--- config.mk ---
export PLATFORM = sky130hd
export DESIGN_NAME = rx_key_iv_assembler_flat
export DESIGN_NICKNAME = d
export VERILOG_FILES = /design/src/rtl/rx_frame_pkg.sv /design/src/rtl/rx_key_iv_assembler_if.sv /design/src/rtl/rx_gap_timer.sv /design/src/rtl/rx_key_iv_assembler.sv /design/src/flat_wrapper.sv
export SDC_FILE = /design/constraint.sdc
export NUM_CORES = 1
export LEC_CHECK = 0
export ABC_AREA = 1
export CAP_MARGIN = 0
export CORE_MARGIN = 3
export CORE_UTILIZATION = 35
export DETAILED_ROUTE_END_ITERATION = 8
export PLACE_DENSITY = 0.66
export SLEW_MARGIN = 25
export SYNTH_ARGS = -nofsm -noshare
export SYNTH_HDL_FRONTEND = slang
export SYNTH_SLANG_ARGS = --single-unit
--- constraint.sdc ---
create_clock -name clk -period 1.95 [get_ports clk]
set_input_delay 0.2925 -clock clk [delete_from_list [all_inputs] [get_ports clk]]
set_output_delay 0.2925 -clock clk [all_outputs]
set_load 0.01 [all_outputs]
--- src/rtl/rx_frame_pkg.sv ---
// Shared framing definitions for the UART key/IV receive path and the future TX framer.
package rx_frame_pkg;

    typedef enum logic [1:0] {
        ST_IDLE    = 2'd0,
        ST_TYPE    = 2'd1,
        ST_PAYLOAD = 2'd2,
        ST_CHECK   = 2'd3
    } rx_state_e;

    localparam logic [1:0] ERR_NONE    = 2'b00;
    localparam logic [1:0] ERR_TYPE    = 2'b01;
    localparam logic [1:0] ERR_CHK     = 2'b10;
    localparam logic [1:0] ERR_TIMEOUT = 2'b11;

    localparam logic [7:0] SYNC_BYTE_DEF = 8'hA5;
    localparam logic [7:0] TYPE_KEY_DEF  = 8'h4B;
    localparam logic [7:0] TYPE_IV_DEF   = 8'h49;

    localparam int unsigned PAYLOAD_BYTES_DEF  = 16;
    localparam int unsigned TIMEOUT_CYCLES_DEF = 50000;

endpackage

--- src/rtl/rx_key_iv_assembler_if.sv ---
// Byte-stream input and key/IV result bundle between the UART receiver, the assembler and the crypto core.
interface rx_key_iv_assembler_if #(
    parameter int unsigned DATA_W = 128
);
    logic [7:0]        din;
    logic              load;
    logic [DATA_W-1:0] key;
    logic [DATA_W-1:0] iv;
    logic              key_valid;
    logic              iv_valid;
    logic              frame_err;
    logic [1:0]        err_code;
    logic              busy;

    modport master (
        output din, load,
        input  key, iv, key_valid, iv_valid, frame_err, err_code, busy
    );

    modport slave (
        input  din, load,
        output key, iv, key_valid, iv_valid, frame_err, err_code, busy
    );
endinterface

--- src/rtl/rx_gap_timer.sv ---
// Inter-byte gap counter: clears on clr_i, counts while en_i, flags the cycle it would reach LIMIT.
module rx_gap_timer #(
    parameter int unsigned LIMIT = 50000
) (
    input  logic clk,
    input  logic reset,
    input  logic clr_i,
    input  logic en_i,
    output logic expire_c
);
    localparam int unsigned TMR_W = $clog2(LIMIT);

    logic [TMR_W-1:0] cnt_q;

    always_ff @(posedge clk) begin
        if (reset || clr_i) begin
            cnt_q <= '0;
        end else if (en_i) begin
            cnt_q <= cnt_q + TMR_W'(1);
        end
    end

    assign expire_c = en_i && (cnt_q == TMR_W'(LIMIT - 1));

endmodule

--- src/rtl/rx_key_iv_assembler.sv ---
// Parses SYNC/TYPE/payload/CHK frames from the UART byte stream into latched key and IV registers.
module rx_key_iv_assembler
    import rx_frame_pkg::*;
#(
    parameter int unsigned PAYLOAD_BYTES  = PAYLOAD_BYTES_DEF,
    parameter logic [7:0]  SYNC_BYTE      = SYNC_BYTE_DEF,
    parameter logic [7:0]  TYPE_KEY       = TYPE_KEY_DEF,
    parameter logic [7:0]  TYPE_IV        = TYPE_IV_DEF,
    parameter int unsigned TIMEOUT_CYCLES = TIMEOUT_CYCLES_DEF
) (
    input  logic                   clk,
    input  logic                   reset,
    rx_key_iv_assembler_if.slave   bus
);
    localparam int unsigned DATA_W = 8 * PAYLOAD_BYTES;
    localparam int unsigned CNT_W  = $clog2(PAYLOAD_BYTES);

    rx_state_e         state_q, state_d;
    logic              sel_iv_q, sel_iv_d;
    logic [DATA_W-1:0] staging_q, staging_d;
    logic [CNT_W-1:0]  cnt_q, cnt_d;
    logic [7:0]        chk_q, chk_d;
    logic [DATA_W-1:0] key_q, key_d;
    logic [DATA_W-1:0] iv_q, iv_d;
    logic              key_valid_q, key_valid_d;
    logic              iv_valid_q, iv_valid_d;
    logic              frame_err_q, frame_err_d;
    logic [1:0]        err_code_q, err_code_d;
    logic              busy_q, busy_d;

    logic tmr_clr, tmr_en, tmr_expire;

    // Gap timer runs only mid-frame; any accepted byte restarts it, so a load on the expiry cycle wins.
    assign tmr_clr = (state_q == ST_IDLE) || bus.load;
    assign tmr_en  = (state_q != ST_IDLE) && !bus.load;

    rx_gap_timer #(
        .LIMIT (TIMEOUT_CYCLES)
    ) u_gap_timer (
        .clk      (clk),
        .reset    (reset),
        .clr_i    (tmr_clr),
        .en_i     (tmr_en),
        .expire_c (tmr_expire)
    );

    always_ff @(posedge clk) begin
        if (reset) begin
            state_q     <= ST_IDLE;
            sel_iv_q    <= 1'b0;
            staging_q   <= '0;
            cnt_q       <= '0;
            chk_q       <= '0;
            key_q       <= '0;
            iv_q        <= '0;
            key_valid_q <= 1'b0;
            iv_valid_q  <= 1'b0;
            frame_err_q <= 1'b0;
            err_code_q  <= ERR_NONE;
            busy_q      <= 1'b0;
        end else begin
            state_q     <= state_d;
            sel_iv_q    <= sel_iv_d;
            staging_q   <= staging_d;
            cnt_q       <= cnt_d;
            chk_q       <= chk_d;
            key_q       <= key_d;
            iv_q        <= iv_d;
            key_valid_q <= key_valid_d;
            iv_valid_q  <= iv_valid_d;
            frame_err_q <= frame_err_d;
            err_code_q  <= err_code_d;
            busy_q      <= busy_d;
        end
    end

    always_comb begin
        state_d     = state_q;
        sel_iv_d    = sel_iv_q;
        staging_d   = staging_q;
        cnt_d       = cnt_q;
        chk_d       = chk_q;
        key_d       = key_q;
        iv_d        = iv_q;
        key_valid_d = 1'b0;
        iv_valid_d  = 1'b0;
        frame_err_d = 1'b0;
        err_code_d  = err_code_q;

        unique case (state_q)
            ST_IDLE: begin
                if (bus.load && (bus.din == SYNC_BYTE)) begin
                    state_d = ST_TYPE;
                end
            end
            ST_TYPE: begin
                if (bus.load) begin
                    if ((bus.din == TYPE_KEY) || (bus.din == TYPE_IV)) begin
                        sel_iv_d = (bus.din == TYPE_IV);
                        chk_d    = bus.din;
                        cnt_d    = '0;
                        state_d  = ST_PAYLOAD;
                    end else begin
                        frame_err_d = 1'b1;
                        err_code_d  = ERR_TYPE;
                        state_d     = ST_IDLE;
                    end
                end
            end
            ST_PAYLOAD: begin
                if (bus.load) begin
                    staging_d = {staging_q[DATA_W-9:0], bus.din};
                    chk_d     = chk_q ^ bus.din;
                    cnt_d     = cnt_q + CNT_W'(1);
                    if (cnt_q == CNT_W'(PAYLOAD_BYTES - 1)) begin
                        state_d = ST_CHECK;
                    end
                end
            end
            ST_CHECK: begin
                if (bus.load) begin
                    if (bus.din == chk_q) begin
                        if (sel_iv_q) begin
                            iv_d       = staging_q;
                            iv_valid_d = 1'b1;
                        end else begin
                            key_d       = staging_q;
                            key_valid_d = 1'b1;
                        end
                    end else begin
                        frame_err_d = 1'b1;
                        err_code_d  = ERR_CHK;
                    end
                    state_d = ST_IDLE;
                end
            end
            default: state_d = ST_IDLE;
        endcase

        // Expiry only fires on a no-load cycle, so it never collides with the byte handling above.
        if (tmr_expire) begin
            frame_err_d = 1'b1;
            err_code_d  = ERR_TIMEOUT;
            state_d     = ST_IDLE;
        end

        busy_d = (state_d != ST_IDLE);
    end

    assign bus.key       = key_q;
    assign bus.iv        = iv_q;
    assign bus.key_valid = key_valid_q;
    assign bus.iv_valid  = iv_valid_q;
    assign bus.frame_err = frame_err_q;
    assign bus.err_code  = err_code_q;
    assign bus.busy      = busy_q;

endmodule

--- src/flat_wrapper.sv ---
// flat-port wrapper written by rule: the top's interface ports become plain ports
module rx_key_iv_assembler_flat import rx_frame_pkg::*;
#(
    parameter int unsigned PAYLOAD_BYTES  = PAYLOAD_BYTES_DEF,
    parameter logic [7:0]  SYNC_BYTE      = SYNC_BYTE_DEF,
    parameter logic [7:0]  TYPE_KEY       = TYPE_KEY_DEF,
    parameter logic [7:0]  TYPE_IV        = TYPE_IV_DEF,
    parameter int unsigned TIMEOUT_CYCLES = TIMEOUT_CYCLES_DEF
)
  (clk, reset, bus_din, bus_load, bus_key, bus_iv, bus_key_valid, bus_iv_valid, bus_frame_err, bus_err_code, bus_busy);
  rx_key_iv_assembler_if #(.DATA_W(128)) bus_i ();
  input  logic clk;
  input  logic reset;
  input wire logic [$bits(bus_i.din)-1:0] bus_din;
  input wire logic [$bits(bus_i.load)-1:0] bus_load;
  output wire logic [$bits(bus_i.key)-1:0] bus_key;
  output wire logic [$bits(bus_i.iv)-1:0] bus_iv;
  output wire logic [$bits(bus_i.key_valid)-1:0] bus_key_valid;
  output wire logic [$bits(bus_i.iv_valid)-1:0] bus_iv_valid;
  output wire logic [$bits(bus_i.frame_err)-1:0] bus_frame_err;
  output wire logic [$bits(bus_i.err_code)-1:0] bus_err_code;
  output wire logic [$bits(bus_i.busy)-1:0] bus_busy;
  assign bus_i.din = bus_din;
  assign bus_i.load = bus_load;
  assign bus_key = bus_i.key;
  assign bus_iv = bus_i.iv;
  assign bus_key_valid = bus_i.key_valid;
  assign bus_iv_valid = bus_i.iv_valid;
  assign bus_frame_err = bus_i.frame_err;
  assign bus_err_code = bus_i.err_code;
  assign bus_busy = bus_i.busy;
  rx_key_iv_assembler #(.PAYLOAD_BYTES(PAYLOAD_BYTES), .SYNC_BYTE(SYNC_BYTE), .TYPE_KEY(TYPE_KEY), .TYPE_IV(TYPE_IV), .TIMEOUT_CYCLES(TIMEOUT_CYCLES)) u_core (.clk(clk), .reset(reset), .bus(bus_i));
endmodule
==> results of run 1 <==
cell type report:
class / count / area [um^2] / share of cell area
clock buffers: 61 / 1300 / 0.0607
clock inverters: 20 / 258 / 0.0121
inverters: 50 / 195 / 0.00914
multi-input cells: 1371 / 6480 / 0.303
flip-flops and latches: 421 / 8430 / 0.395
well taps: 592 / 741 / 0.0347
repair buffers: 384 / 3960 / 0.185
through the flow:
step | setup WS [ps] | std cells | cell area [um^2] | total power, uW
floorplan | 476 | 2030 | 16100 | 8990
global placement | -242 | 2817 | 19800 | 9140
detailed placement | -256 | 2817 | 19800 | 9150
CTS | 13.8 | 2899 | 21400 | 18100
global route | 14.9 | 2899 | 21400 | 18500
finish | 67.3 | 2899 | 21400 | 17900
routing by layer:
layer	routed length [um]	global-route usage	part of all wire	up-vias
met1	22800	0.278	0.44	7284
met2	24400	0.341	0.47	571
met4	1260	0.0655	0.024	0
met3	3800	0.0433	0.073	81
li1	-	-	-	7462
met5	0	0	0	-
cells by family (layout without fill, tap and decap cells):
family | count (synthesis) | after routing | share of synthesized area
simple gates | 917 | 917 | 0.259
flops | 421 | 421 | 0.525
buf+inv | 238 | 515 | 0.0726
fa+ha+maj | 2 | 2 | 0.00156
compound gates | 450 | 450 | 0.140
xor+xnor | 2 | 2 | 0.00109
flip-flops by register name, summed over array words and instances, names as in the netlist:
| name | count |
|---|---|
| u_core.bus.err_code | 2 |
| u_core.sel_iv_q | 1 |
| u_core.bus.iv_valid | 1 |
| u_core.bus.key | 128 |
| u_core.chk_q | 8 |
| u_core.bus.iv | 128 |
| u_core.bus.key_valid | 1 |
| u_core.cnt_q | 4 |
| u_core.u_gap_timer.cnt_q | 16 |
| u_core.staging_q | 128 |
| u_core.bus.frame_err | 1 |
| u_core.bus.busy | 1 |
| u_core.state_q | 2 |
worst reg2reg max path, delay by kind of cell (launching register included):
kind                   cells  cell delay, ps
AOI/OAI and AO/OA          1              60
and+or+nand+nor            3             590
DFF                        1             450
buffers and inverters      3             550
repair_timing:
| action | CTS | global route |
|---|---|---|
| setup buffers | 0 | 0 |
| endpoints found under the setup margin | 0 | 0 |
| hold buffers | 1 | 0 |
| hold endpoints to repair | 11 | 0 |
final timing paths:
check / to / slack (ps)
worst min register to register: u_core.u_gap_timer.cnt_q[0]$_SDFFE_PP0N_ / 460
worst min-delay path: u_core.staging_q[0]$_SDFFE_PP0P_ / 390
worst max register to register: u_core.bus.key[41]$_SDFFE_PP0P_ / 160
worst max-delay path: bus_iv[51] / 70
synthesized netlist by cell type (2+ instances only):
library cell,number
o21ai_0,154
clkbuf_1,110
ha_1,2
buf_2,49
xor2_1,2
nor3_1,7
inv_2,10
nand4_1,264
dfxtp_1,421
nand2_1,345
nand2_2,3
buf_6,26
nand3_1,12
a21oi_1,292
inv_1,40
nor2_1,280
o21ai_1,3
power groups by stage:
stage          clock network (uW)  registers (uW)  logic (uW)
2_1_floorplan                   0            8790         195
3_3_place_gp                    0            8790         355
3_5_place_dp                    0            8790         356
4_1_cts                      9150            8600         360
5_1_grt                      9480            8590         393
6_report                     8970            8600         362
==> out/metrics.cfg, run 1 <==
[timing]
finalCriticalPeriod_ps = 1880
slew_viol_final = 0
slew_headroom = 0.506
min_period_over_period = 0.966
skew_ps = 22.7
rsz0062_at_grt = false
setup_viol = 0
setup_tns_ps = 0
hold_violations = 0
whs_ps = 394
clock.fmax_ghz = 0.531
tightest_slew_ps = 740

[clock_tree]
clock_sinks = 421
clockRootBuffer = clkbuf_16
htreeDepth = 2
clk_path_buf_depth = 3
cts_made_buffers = 46
clk_latency_ps = 580
clk_pin_slew_ps = 60
cts_tree = done
cts_resized = 0

[final_layout]
fillers = 4301
layout_common_cells = 420 x dfxtp_1, 345 x nand2_1, 292 x a21oi_1
final_net_count = 2287
antenna_cells = 0
areaGrowthSynthToFinish_pct = 33.1
drive_gt1_frac = 0.0897
fin_util = 0.477
layout_commonest_cell = dfxtp_1

[placed_design]
gp_routability_congestion = 0.854
portBuffers = 272
hpwl_um = 34900

[global_route]
antenna_found_initial = 0
grt-ovfl-total = 0
grt.total_usage = 0.209
first_global_vias = 14500
grt_max_degree = 143
grt_pass1_wl_um = 81300

[pwr]
clkPwrFrac = 0.500
p_seq_frac = 0.480
swShare = 0.216
leakage_uw = 0.00780
internal_power_uw = 14100
power_switching_uw = 3870
p_comb_frac = 0.020
power_density_nw_per_um2 = 839
ir_drop_uv = 648

[setup_path]
cp-start-kind = flip-flop
worst_r2r_path_depth = 7
path_delay_family = buffers and inverters
crit_chain = clkdlybuf4s50_1
critPathBufInv = 1
rr_startpoint = u_core.state_q[1]$_SDFF_PP0_
worst_path_max_delay_cell = clkdlybuf4s50_1
max_stage_delay_ps = 680
setup.worst_path.start = u_core.bus.iv[51]$_SDFFE_PP0P_
worst-endpoint-required_ps = 1660
crit_cells = 1
worstPathMaxFanout = 2
arrival_ps = 1590
crit_type = flip-flop to output pin
cp-end-kind = output pin

[floorplanning]
start_util = 0.358
dieHeight_um = 220
fp.dieArea_um2 = 48500
rows = 77
core_area_um2 = 44800
fp.dieW_um = 220
io_pins = 273

[worst_hold_path]
holdPathStages = 3
hp-start = bus_din[0]
hold_path_class = input port to flip-flop

[run_status]
status = finished clean

[synth]
netlist_area_um2 = 16100
yosysTopAreaCell = dfxtp_1
yosysSeqAreaShare = 0.525
synthesis.nets = 2043
synth_top_area_share = 0.525
synth_ff_type = dfxtp_1
synth_cell_type_count = 27
synth.ff_latch_count = 421
yosys_warnings = 0
netlist_instances = 2030
synth-edff-count = 0
synth_area_leaders = dfxtp_1 52%, nand4_1 10%, a21oi_1 9.1%
async_flop_share = 0
syn_avg_cell_area_um2 = 7.91

[routing]
drt_iter0_drc = 1307
viasPerCell = 5.31
wl_um = 52300
wl_per_cell_um = 18.0
drc = 0
ant_nets = 0
dr.pass1.iters = 5
vias = 15400

[job]
cap_violations = 0

Power figures use the tool's default switching activity.
==> inputs of run 2 (changes only) <==
--- a/config.mk
+++ b/config.mk
@@ -6,9 +6,11 @@
 export NUM_CORES = 1
 export LEC_CHECK = 0
 export ABC_AREA = 1
+export ABC_CLOCK_PERIOD_IN_PS = 1950
 export CAP_MARGIN = 0
 export CORE_MARGIN = 3
 export CORE_UTILIZATION = 35
+export CTS_BUF_LIST = sky130_fd_sc_hd__clkbuf_4
 export DETAILED_ROUTE_END_ITERATION = 8
 export PLACE_DENSITY = 0.66
 export SLEW_MARGIN = 25
==> run 2 against run 1 <==
Effect of this change:
- via count increased by 3.0%
- total power down 8.8%
- count of clock-buffer cells in the layout grew 102
==> out/metrics.cfg, run 2 (synthesis gave the netlist of run 1 again) <==
[run_status]
status = finished clean

[routing]
drt_iter0_drc = 1198  ; -8.3%
vias = 15900  ; +3.0%
wl_per_cell_um = 17.4  ; -3.5%
dr.pass1.iters = 5  ; unchanged
wl_um = 52500  ; +0.37%
viasPerCell = 5.26  ; -0.95%
ant_nets = 0  ; unchanged
drc = 0  ; unchanged

[worst_hold_path]
hold_path_class = input port to flip-flop
hp-start = bus_din[0]

[setup_path]
worst-endpoint-required_ps = 2570  ; +910 ps
crit_type = flip-flop to flip-flop
rr_startpoint = u_core.state_q[1]$_SDFF_PP0_
path_common_cell = nand2_1
critPathBufInv = 3  ; +2
setup.worst_path.start = u_core.state_q[1]$_SDFF_PP0_
crit_chain = nand2_1 > inv_4 > nand4_1 > buf_4 > buf_12 > nand2_1 > a21oi_1
worstPathMaxFanout = 53  ; +51
worst_path_max_delay_cell = dfxtp_1
cp-end-kind = flip-flop
max_stage_delay_ps = 460  ; -220 ps
path_delay_family = buffers and inverters
cp-start-kind = flip-flop
arrival_ps = 2440  ; +850 ps

[floorplanning]
core_area_um2 = 44800  ; unchanged
rows = 77  ; unchanged
dieHeight_um = 220  ; unchanged
start_util = 0.358  ; unchanged
fp.dieW_um = 220  ; unchanged
io_pins = 273  ; unchanged
fp.dieArea_um2 = 48500  ; unchanged

[final_layout]
drive_gt1_frac = 0.126  ; +0.0362
final_net_count = 2350  ; +2.8%
layout_common_cells = 418 x dfxtp_1, 345 x nand2_1, 292 x a21oi_1
layout_commonest_cell = dfxtp_1
areaGrowthSynthToFinish_pct = 29.8

[clock_tree]
clock_sinks = 421  ; unchanged
cts_made_buffers = 109  ; +140%
clk_latency_ps = 800  ; +220 ps
clk_pin_slew_ps = 70  ; about the same
clockRootBuffer = clkbuf_4
clk_path_buf_depth = 3  ; unchanged
cts_tree = done
htreeDepth = 3  ; +1

[global_route]
grt_pass1_wl_um = 82100  ; +0.92%
grt.total_usage = 0.211  ; +0.00177
grt_max_degree = 143  ; unchanged
first_global_vias = 15100  ; +3.5%
grt-ovfl-total = 0  ; unchanged
antenna_found_initial = 1  ; +1

[timing]
skew_ps = 43.6  ; +20.9 ps
setup_viol = 0  ; unchanged
slew_headroom = 0.519  ; +0.0120
rsz0062_at_grt = false
finalCriticalPeriod_ps = 1820  ; -62.4 ps
hold_violations = 0  ; unchanged
setup_tns_ps = 0  ; unchanged
slew_viol_final = 0  ; unchanged
min_period_over_period = 0.934  ; -0.0320
tightest_slew_ps = 722  ; -18.1 ps
clock.fmax_ghz = 0.549  ; +3.4%

[pwr]
leakage_uw = 0.00912  ; +17%
power_uw = 16300  ; -8.8%
power_density_nw_per_um2 = 784  ; -6.6%
ir_drop_uv = 424  ; -35%

[placed_design]
hpwl_um = 34900  ; unchanged
gp_routability_congestion = 0.854  ; unchanged
portBuffers = 272  ; unchanged

[job]
cap_violations = 0  ; unchanged

run 2: changes by cell type in the layout (fill, tap and decap cells not counted), sizes merged:
cell / before / now
clkdlybuf4s50: 271 / 9
dlygate4sd2: 0 / 261
clkdlybuf4s15: 0 / 1
inv: 53 / 52
clkbuf: 61 / 163
diode: 0 / 1
bufinv: 5 / 0
clkinv: 11 / 30
run 2: routing by layer:
| layer | GRT usage | vias up | part of all wire |
|---|---|---|---|
| met5 | 0 | - | 0 |
| met4 | 0.0762 | 0 | 0.024 |
| met3 | 0.0530 | 99 | 0.082 |
| met2 | 0.342 | 610 | 0.47 |
| met1 | 0.272 | 7466 | 0.43 |
| li1 | - | 7687 | - |
run 2: final timing paths:
| check | to | slack (ps) | depth (start not counted) |
|---|---|---|---|
| worst min-delay path | u_core.staging_q[0]$_SDFFE_PP0P_ | 180 | 3 |
| worst min register to register | u_core.u_gap_timer.cnt_q[0]$_SDFFE_PP0N_ | 460 | 1 |
| worst max-delay path | u_core.bus.key[66]$_SDFFE_PP0P_ | 130 | 7 |
| worst max register to register | u_core.bus.key[66]$_SDFFE_PP0P_ | 130 | 7 |
run 2: worst reg2reg max path, delay by kind of cell (launching register included):
family	cells	cell delay (ps)
simple gates	3	580
buf+inv	3	550
flops	1	460
compound gates	1	70
run 2: report_power, final:
group	switching [uW]	internal [uW]
registers	0.166	8600
clock network	3590	3800
logic	249	112
run 2: final cells by class:
cell class              instances  area [um^2]
fillers                      4505        24000
flip-flops and latches        421         8430
multi-input cells            1371         6480
repair buffers                384         3630
clock buffers                 163         1220
well taps                     592          741
inverters                      50          195
clock inverters                33          134
diodes                          1         2.50
run 2: what timing repair did:
item	4_1_cts	5_1_grt
buffers inserted	0	0
setup endpoints to repair	262	0
hold endpoints to repair	61	0
gates resized for setup	265	0
hold buffers	1	0
run 2: per-stage QoR:
step	utilization	worst slack (ps)	instances	hold slack [ps]	instance area, um^2
after floorplan	-	476	2030	418	16100
after global placement	0.442	-242	2817	429	19800
after detailed placement	0.442	-256	2817	447	19800
after CTS	0.465	6.10	3014	70.0	20800
after global routing	0.465	11.0	3015	125	20800
final	0.465	130	3015	181	20800
